## config.mk

```make
export PLATFORM = sky130hd
export DESIGN_NAME = alu_seq
export DESIGN_NICKNAME = d
export VERILOG_FILES = /design/src/rtl/alu_pkg.sv /design/src/rtl/alu_mul_seq.sv /design/src/rtl/alu_seq.sv
export SDC_FILE = /design/constraint.sdc
export NUM_CORES = 1
export LEC_CHECK = 0
export ABC_AREA = 0
export CAP_MARGIN = 20
export CELL_PAD_IN_SITES_DETAIL_PLACEMENT = 1
export CELL_PAD_IN_SITES_GLOBAL_PLACEMENT = 2
export CORE_UTILIZATION = 31
export DETAILED_ROUTE_END_ITERATION = 16
export MAX_ROUTING_LAYER = met4
export PLACE_DENSITY_LB_ADDON = 0.1
export SYNTH_ARGS = -nofsm -noshare
export SYNTH_HDL_FRONTEND = slang
export SYNTH_SLANG_ARGS = --single-unit
export TNS_END_PERCENT = 50
```

## constraint.sdc

```tcl
create_clock -name clk -period 5 [get_ports clk]
set_clock_uncertainty 0.2 [all_clocks]
set_input_delay 1.5 -clock clk [delete_from_list [all_inputs] [get_ports clk]]
set_output_delay 1.5 -clock clk [all_outputs]
set_load 0.05 [all_outputs]
```

## src/rtl/alu_pkg.sv

```systemverilog
// Shared opcodes, FSM state type and single-cycle ALU function for alu_seq.
// The function works on ALU_MAX_W-bit operands and takes the real width as an argument.
package alu_pkg;

    localparam logic [2:0] OP_AND  = 3'b000;
    localparam logic [2:0] OP_OR   = 3'b001;
    localparam logic [2:0] OP_ADD  = 3'b010;
    localparam logic [2:0] OP_SUB  = 3'b011;
    localparam logic [2:0] OP_ADDC = 3'b100;
    localparam logic [2:0] OP_SUBC = 3'b101;
    localparam logic [2:0] OP_CMP  = 3'b110;
    localparam logic [2:0] OP_MUL  = 3'b111;

    // Widest datapath the shared function supports.
    localparam int ALU_MAX_W = 64;

    typedef enum logic [1:0] {
        IDLE = 2'd0,
        MUL  = 2'd1,
        DONE = 2'd2
    } alu_state_t;

    typedef struct packed {
        logic                 carry;
        logic [ALU_MAX_W-1:0] res;
    } alu_res_t;

    // Operands must be zero-extended above bit w; only res[w-1:0] is meaningful.
    // Opcode 111 falls through to PASS here; the multiplier handles it when built.
    function automatic alu_res_t alu_calc(
        input logic [2:0]           op,
        input logic [ALU_MAX_W-1:0] a,
        input logic [ALU_MAX_W-1:0] b,
        input logic                 cflag,
        input logic [6:0]           w
    );
        logic [ALU_MAX_W:0] ea;
        logic [ALU_MAX_W:0] eb;
        logic [ALU_MAX_W:0] sum;
        logic [ALU_MAX_W:0] bin;
        alu_res_t           r;
        ea      = {1'b0, a};
        eb      = {1'b0, b};
        sum     = '0;
        bin     = '0;
        r.carry = cflag;
        r.res   = a;
        case (op)
            OP_AND: r.res = a & b;
            OP_OR:  r.res = a | b;
            OP_ADD, OP_ADDC: begin
                if (op == OP_ADDC) bin = {{ALU_MAX_W{1'b0}}, cflag};
                sum     = ea + eb + bin;
                r.res   = sum[ALU_MAX_W-1:0];
                r.carry = sum[w];
            end
            OP_SUB, OP_SUBC: begin
                // Carry flag is the inverted borrow: 1 means no borrow.
                if (op == OP_SUBC) bin = {{ALU_MAX_W{1'b0}}, ~cflag};
                sum     = ea - eb - bin;
                r.res   = sum[ALU_MAX_W-1:0];
                r.carry = (ea >= (eb + bin));
            end
            OP_CMP:  r.res = (a < b) ? {{(ALU_MAX_W-1){1'b0}}, 1'b1} : '0;
            default: r.res = a;
        endcase
        return r;
    endfunction

endpackage

```

## src/rtl/alu_mul_seq.sv

```systemverilog
// Iterative shift-add multiplier: one partial-product step per cycle, WIDTH steps.
// done_o is asserted combinationally during the last step, with prod_o valid alongside it.
module alu_mul_seq #(
    parameter int WIDTH = 8
) (
    input  logic               clk,
    input  logic               rst_n,
    input  logic               start_i,
    input  logic [WIDTH-1:0]   a_i,
    input  logic [WIDTH-1:0]   b_i,
    output logic               done_o,
    output logic [2*WIDTH-1:0] prod_o
);

    localparam int CNT_W = $clog2(WIDTH + 1);

    logic [WIDTH-1:0] mcand_q, mcand_d;
    logic [WIDTH-1:0] hi_q, hi_d;
    logic [WIDTH-1:0] lo_q, lo_d;
    logic [CNT_W-1:0] cnt_q, cnt_d;
    logic [WIDTH:0]   sum;
    logic [WIDTH-1:0] step_hi;
    logic [WIDTH-1:0] step_lo;

    // {hi, lo} shifts right each step; multiplier bits leave lo as product bits enter.
    always_comb begin
        sum     = {1'b0, hi_q} + (lo_q[0] ? {1'b0, mcand_q} : '0);
        step_hi = sum[WIDTH:1];
        step_lo = {sum[0], lo_q[WIDTH-1:1]};
        done_o  = (cnt_q == CNT_W'(1));
        prod_o  = {step_hi, step_lo};
    end

    always_comb begin
        mcand_d = mcand_q;
        hi_d    = hi_q;
        lo_d    = lo_q;
        cnt_d   = cnt_q;
        if (start_i) begin
            mcand_d = a_i;
            hi_d    = '0;
            lo_d    = b_i;
            cnt_d   = CNT_W'(WIDTH);
        end else if (cnt_q != '0) begin
            hi_d  = step_hi;
            lo_d  = step_lo;
            cnt_d = cnt_q - CNT_W'(1);
        end
    end

    always_ff @(posedge clk) begin
        if (!rst_n) begin
            mcand_q <= '0;
            hi_q    <= '0;
            lo_q    <= '0;
            cnt_q   <= '0;
        end else begin
            mcand_q <= mcand_d;
            hi_q    <= hi_d;
            lo_q    <= lo_d;
            cnt_q   <= cnt_d;
        end
    end

endmodule

```

## src/rtl/alu_seq.sv

```systemverilog
// Registered execute-unit ALU with valid/ready handshake and chained carry/zero flags.
// Define ALU_MUL_EN to make opcode 111 a multi-cycle MUL; otherwise it is PASS. WIDTH <= 64.
module alu_seq
    import alu_pkg::*;
#(
    parameter int WIDTH = 8
) (
    input  logic             clk,
    input  logic             rst_n,
    input  logic             in_valid,
    output logic             in_ready,
    input  logic [2:0]       CS,
    input  logic [WIDTH-1:0] data_a,
    input  logic [WIDTH-1:0] data_b,
    output logic             out_valid,
    input  logic             out_ready,
    output logic [WIDTH-1:0] S,
    output logic [WIDTH-1:0] S_hi,
    output logic             zero,
    output logic             carry_out
);

    alu_state_t       state_q, state_d;
    logic [WIDTH-1:0] s_q, s_d;
    logic             zero_q, zero_d;
    logic             carry_q, carry_d;
    logic             accept;
    logic             mul_op;
    logic             mul_done;
    alu_res_t         res;
    logic [WIDTH-1:0] res_lo;

    assign accept = in_valid && in_ready;
    assign res    = alu_calc(CS, ALU_MAX_W'(data_a), ALU_MAX_W'(data_b), carry_q, 7'(WIDTH));
    assign res_lo = res.res[WIDTH-1:0];

    generate
        if (WIDTH < ALU_MAX_W) begin : g_res_hi
            logic unused_res_hi;
            assign unused_res_hi = ^res.res[ALU_MAX_W-1:WIDTH];
        end
    endgenerate

`ifdef ALU_MUL_EN
    logic [WIDTH-1:0]   s_hi_q, s_hi_d;
    logic [2*WIDTH-1:0] mul_prod;

    assign mul_op = (CS == OP_MUL);
    assign S_hi   = s_hi_q;

    alu_mul_seq #(.WIDTH(WIDTH)) u_mul (
        .clk     (clk),
        .rst_n   (rst_n),
        .start_i (accept && mul_op),
        .a_i     (data_a),
        .b_i     (data_b),
        .done_o  (mul_done),
        .prod_o  (mul_prod)
    );
`else
    assign mul_op   = 1'b0;
    assign mul_done = 1'b0;
    assign S_hi     = '0;
`endif

    assign S         = s_q;
    assign zero      = zero_q;
    assign carry_out = carry_q;

    always_ff @(posedge clk) begin
        if (!rst_n) begin
            state_q <= IDLE;
        end else begin
            state_q <= state_d;
        end
    end

    always_comb begin
        state_d = state_q;
        case (state_q)
            IDLE, DONE: begin
                if (accept) begin
                    state_d = mul_op ? MUL : DONE;
                end else if (state_q == DONE && out_ready) begin
                    state_d = IDLE;
                end
            end
            MUL:     if (mul_done) state_d = DONE;
            default: state_d = IDLE;
        endcase
    end

    always_comb begin
        out_valid = (state_q == DONE);
        in_ready  = (state_q == IDLE) || (state_q == DONE && out_ready);
    end

    // Result and flags only move on a single-cycle accept or MUL completion.
    always_comb begin
        s_d     = s_q;
        zero_d  = zero_q;
        carry_d = carry_q;
`ifdef ALU_MUL_EN
        s_hi_d  = s_hi_q;
`endif
        if (accept && !mul_op) begin
            s_d     = res_lo;
            zero_d  = (res_lo == '0);
            carry_d = res.carry;
`ifdef ALU_MUL_EN
            s_hi_d  = '0;
`endif
        end
`ifdef ALU_MUL_EN
        if (mul_done) begin
            s_d     = mul_prod[WIDTH-1:0];
            s_hi_d  = mul_prod[2*WIDTH-1:WIDTH];
            zero_d  = (mul_prod == '0);
            carry_d = (mul_prod[2*WIDTH-1:WIDTH] != '0);
        end
`endif
    end

    always_ff @(posedge clk) begin
        if (!rst_n) begin
            s_q     <= '0;
            zero_q  <= 1'b1;
            carry_q <= 1'b0;
`ifdef ALU_MUL_EN
            s_hi_q  <= '0;
`endif
        end else begin
            s_q     <= s_d;
            zero_q  <= zero_d;
            carry_q <= carry_d;
`ifdef ALU_MUL_EN
            s_hi_q  <= s_hi_d;
`endif
        end
    end

endmodule

```

Yosys cells after proc, flatten, opt, wreduce, memory -nomap -nowiden:

Index checks and enable logic that the tools add are counted.

* add/sub/neg operators: 5
* multipliers: 0
* divide/modulo/power cells: 0
* $lt $le $gt $ge: 2
* equality and inequality tests: 9
* shifts and indexed selects: 0
* muxes and demuxes: 10
* bitwise operators: 4
* reductions and logical operators: 12

Operators by type and width (number)
* $add 8x65->65: 1
* $ge 8x65->1: 1
* $mux 65: 1
* $pmux 8 s5: 1
* $sub 8x8->8: 2
* $add 8x8->9: 1
* $add 9x9->9: 1
* $eq 3x3->1 const B: 3
* $mux 9: 1
* $and 8x8->8: 1
* $logic_not 8->1: 1
* $lt 8x8->1: 1
* $or 8x8->8: 1
* $eq 3x2->1 const B: 2
* $reduce_or 2->1: 3
* $mux 2: 2
* $pmux 2 s2: 1
* $reduce_and 2->1: 2
* $eq 3x1->1 const B: 1
* $logic_not 3->1: 1
* $mux 1: 3
* $ne 3x3->1 const B: 1
* $eq 2x1->1 const B: 1
* $eq 2x2->1 const B: 1
* other kinds (6): 8

* register bits after elaboration: 12
* bits in latches: 0
* memory bits (writable): 0
* bits in read-only memories: 0
* input bits: 23
* logic and storage cells: 46
* memories kept: 0

Depth between registers and ports, before layout:

Gate-level depths: netlist of the first run.

* depth after elaboration: 6
* mapped depth: 15

Least setup slack after synthesis of the first run:

OpenSTA, ideal clock, no wires.

* kind: input to register
* from: input port CS[1]
* to: register zero_q (netlist: zero)
* setup time: 96 ps
* arrival: 4284 ps
* required time: 4704 ps
* slack: 421 ps
* cell stages on the path: 14
* cell sequence: clkbuf_1 nand2b_1 or3_1 inv_2 fa_1 inv_1 ha_1 or4_4 o22ai_2 xnor2_1 nor2_1 o41a_2 o31a_1 o41ai_2

* longest elaborated chain between the ends: 6
* elaborated cells on any way between the ends: 17
* those cells by class: 2 x add/sub; 6 x eq/ne; 5 x mux; 4 x reduce/logical

RTL lines
* from (decl): line alu_seq.sv:12 `input logic [2:0] CS,`
* $eq 3x3->1
* $mux 1 (on tied branches): line alu_pkg.sv:52, alu_pkg.sv:59
* $mux 9 or $mux 65 (tied branches): line alu_pkg.sv:48 `case (op)`
* $add 9x9->9 or $sub 8x8->8 (tied branches): line alu_pkg.sv:53, alu_pkg.sv:60
* $pmux 8 s5 (*): line alu_pkg.sv:48
* $logic_not 8->1 (*): line alu_seq.sv:108 `zero_d = (res_lo == '0);`
* to (signal assigned): line alu_seq.sv:134 `zero_q <= zero_d;`
* to (decl): line alu_seq.sv:25 `logic zero_q, zero_d;`

Every way passes the cells marked *; elsewhere a longest branch is shown, timed or not. The select of a mux whose other input is x is not followed.
A chain may end at the register's enable or synchronous reset.

Final worst setup path of the first run:

Same ends and word-level chain as after synthesis.

==> run summary, run 1 <==
CP Class - in2reg
sw power - 0.000238 W
largest net degree at the start of global routing - 22
synth warn - 0
die area - 8050 um^2
Leakage - 1.32 nW
sequential fraction of design power - 0.190
Startpoint Class - input pin
Clock Latency Late Sink - 240 ps
fin. max-slew vios - 0
vias in the first global route - 2,363
Final Hold Viols - 0
Starting Density - 0.325
cell-internal power - 0.000287 W
RSZ-0062 raised after global routing - no
routability congestion estimate - 0.868
ys async rst share - 0
Root Buffer - clkbuf_8
Critical Path Fanout Max - 2
Post-Syn Area - 2380 um^2
Comb pwr share - 0.638
wire per inst - 16.8 um
Post-CTS Resized - 0
PortBufs - 34
Sink Count - 11
global-route wire length before repair - 12,400 um
DP HPWL - 6300 um
H-tree levels - 1
DRT iter0 DRCs - 112
Inst Count DP - 445
drt first pass iters - 4
footprint of the multi-input gates - 1950 um^2
post-CTS setup buffer count - 0
Nets - 425
initial antenna violation count - 0
Area Growth Syn to Fin - 22.9%
Top Ports - 43
final setup fails - 0
ratio of cells with drive above 1 in the final layout - 0.0857
CTS buffer count - 3
commonest non-fill, non-tap cell in the layout - ha_1
cts hold-fix bufs - 0
fin cells - 449
Post-synth EDFFs - 0
Via density - 5.18
result of the run - complete, no violations
Mapped Cells - 306
commonest non-fill, non-tap cells in the layout - ha_1, clkdlybuf4s50_1, inv_1, nor2_1, nand2_1
maximum VDD drop - 0.0756 mV
number of max-cap violations - 0
global route overflow - 0
Seq/Total Area, Yosys - 0.0923
Worst Path Required - 4940 ps
Setup Total Neg Slack - 0 ps
Max Clk Rate - 0.211 GHz
PwrDens - 179 nW/um^2
num rows - 31
largest cells by area after synthesis - ha_1, dfxtp_1, inv_1
core area - 7330 um^2
worst min path class - reg2reg
post-synth top area share - 0.247
Global Route Usage Sum - 0.201
Clk pwr share - 0.172
largest area contributor in the netlist - ha_1
measured slew at the worst slew-check pin - 562 ps
CP Capture Type - flip-flop
Avg Inst Size Synth - 7.79 um^2
CP arrival - 4680 ps
Die Height - 89.7 um
ANT nets after route - 0
Final Cycle Share - 0.947
DRC Markers - 0
Clk pin slew, worst setup/hold paths - 50 ps
Netlist cell types - 64
Seq. cell area - 220 um^2
die width - 89.7 um
Sw Share - 0.454
Synth Register Bits - 11
# diodes - 0
fill count - 911
CTS tree - done
WL final - 7540 um
Max Root-Sink Buffers - 2
vias - 2,324
top_reg_cell synth - dfxtp_1
Rel. slew slack - 0.616
minimum clock period after layout - 4740 ps
worst max-delay path: stages:
cell             delay (ps)
clkdlybuf4s50_1         420
nand2b_1                180
or3_1                   360
inv_2                    90
fa_1                    150
inv_1                    60
ha_1                    190
or4_4                   510
o22ai_2                 120
xnor2_1                 170
nor2_1                   60
o41a_2                  450
o31a_1                  120
o41ai_2                 300
sequential cells by signal, indices dropped and copies added, names as in the netlist:
| register | cells |
|---|---|
| S | 8 |
| carry_out | 1 |
| state_q | 1 |
| zero | 1 |
worst paths after layout:
kind / startpoint / endpoint / slack [ps] / cells past startpoint
setup / recovery: CS[1] / zero / 260 / 14
hold / removal: S[5] / S[5] / 250 / 2
setup reg to reg: carry_out / zero / 1690 / 12
hold reg to reg: S[5] / S[5] / 250 / 2
layer usage:
| layer | global-route usage | routed length, um | vias up |
|---|---|---|---|
| met2 | 0.331 | 3540 | 39 |
| li1 | - | - | 1167 |
| met5 | - | 0 | - |
| met3 | 0.0228 | 238 | 4 |
| met4 | 0.0273 | 19 | 0 |
| met1 | 0.270 | 3740 | 1114 |
area by class of cell:
type,count,share of cell area
repair buffers,51,0.160
inverters,32,0.0410
clock buffers,4,0.0154
flip-flops and latches,11,0.0751
multi-input cells,252,0.667
well taps,99,0.0423
cell usage after synthesis (2+ instances only):
master and number:
nor3_1 8, a21o_1 2, o211ai_1 4, nor3b_1 2, xnor2_1 11, a21boi_1 4, ha_1 47, nand2_1 20
o31ai_1 3, o211a_1 4, inv_1 29, o21ai_0 9, o221ai_1 2, nand4_1 4, clkbuf_1 3, a31oi_1 2
nor4_1 2, inv_2 3, nand2b_1 7, buf_2 3, o21ai_1 3, and3_1 3, a21boi_0 2, nor2b_1 5
o21a_1 7, o31a_1 3, o22ai_1 2, nand3_1 8, and2_1 2, fa_1 4, dfxtp_1 11, buf_4 10
a41oi_1 2, nor2_1 21, a211oi_1 3, mux2i_1 2, xor2_1 5, a311oi_1 2, a21oi_1 17
power groups by stage:
stage	clock [W]	sequential [W]	combinational [W]
2_1_floorplan	0	0.000128	0.000204
3_5_place_dp	0	0.000102	0.000335
4_1_cts	0.0000941	0.000100	0.000337
3_3_place_gp	0	0.000102	0.000335
6_report	0.0000903	0.000100	0.000335
5_1_grt	0.000102	0.000101	0.000369
stage by stage:
| stage | hold WS [ps] | setup WS (ps) | cell area [um^2] | util | total power, W |
|---|---|---|---|---|---|
| after floorplan | 473 | 421 | 2410 | - | 0.000331 |
| after global placement | 243 | 59.3 | 2890 | 0.394 | 0.000437 |
| after detailed placement | 248 | 26.0 | 2890 | 0.394 | 0.000437 |
| after CTS | 256 | 253 | 2930 | 0.400 | 0.000532 |
| after global routing | 277 | 85.8 | 2930 | 0.400 | 0.000572 |
| final | 252 | 264 | 2930 | 0.400 | 0.000525 |
kinds of logic after synthesis:
| logic type | count (synthesis) | synth area share |
|---|---|---|
| AND/OR/NAND/NOR | 88 | 0.187 |
| flip-flops | 11 | 0.0923 |
| buffers and inverters | 50 | 0.0992 |
| other | 1 | 0.00157 |
| XOR/XNOR | 16 | 0.0588 |
| adder cells (fa/ha/maj) | 51 | 0.280 |
| AO/OA/AOI/OAI | 85 | 0.263 |
| multiplexers | 4 | 0.0178 |
Note: power is estimated with default switching activity, not from simulation.
==> run 2: changes to the inputs <==
- HOLD_SLACK_MARGIN: not set -> 0.12
==> results of run 2 <==
No change in the layout: final DEF, timing and power equal those of run 1.
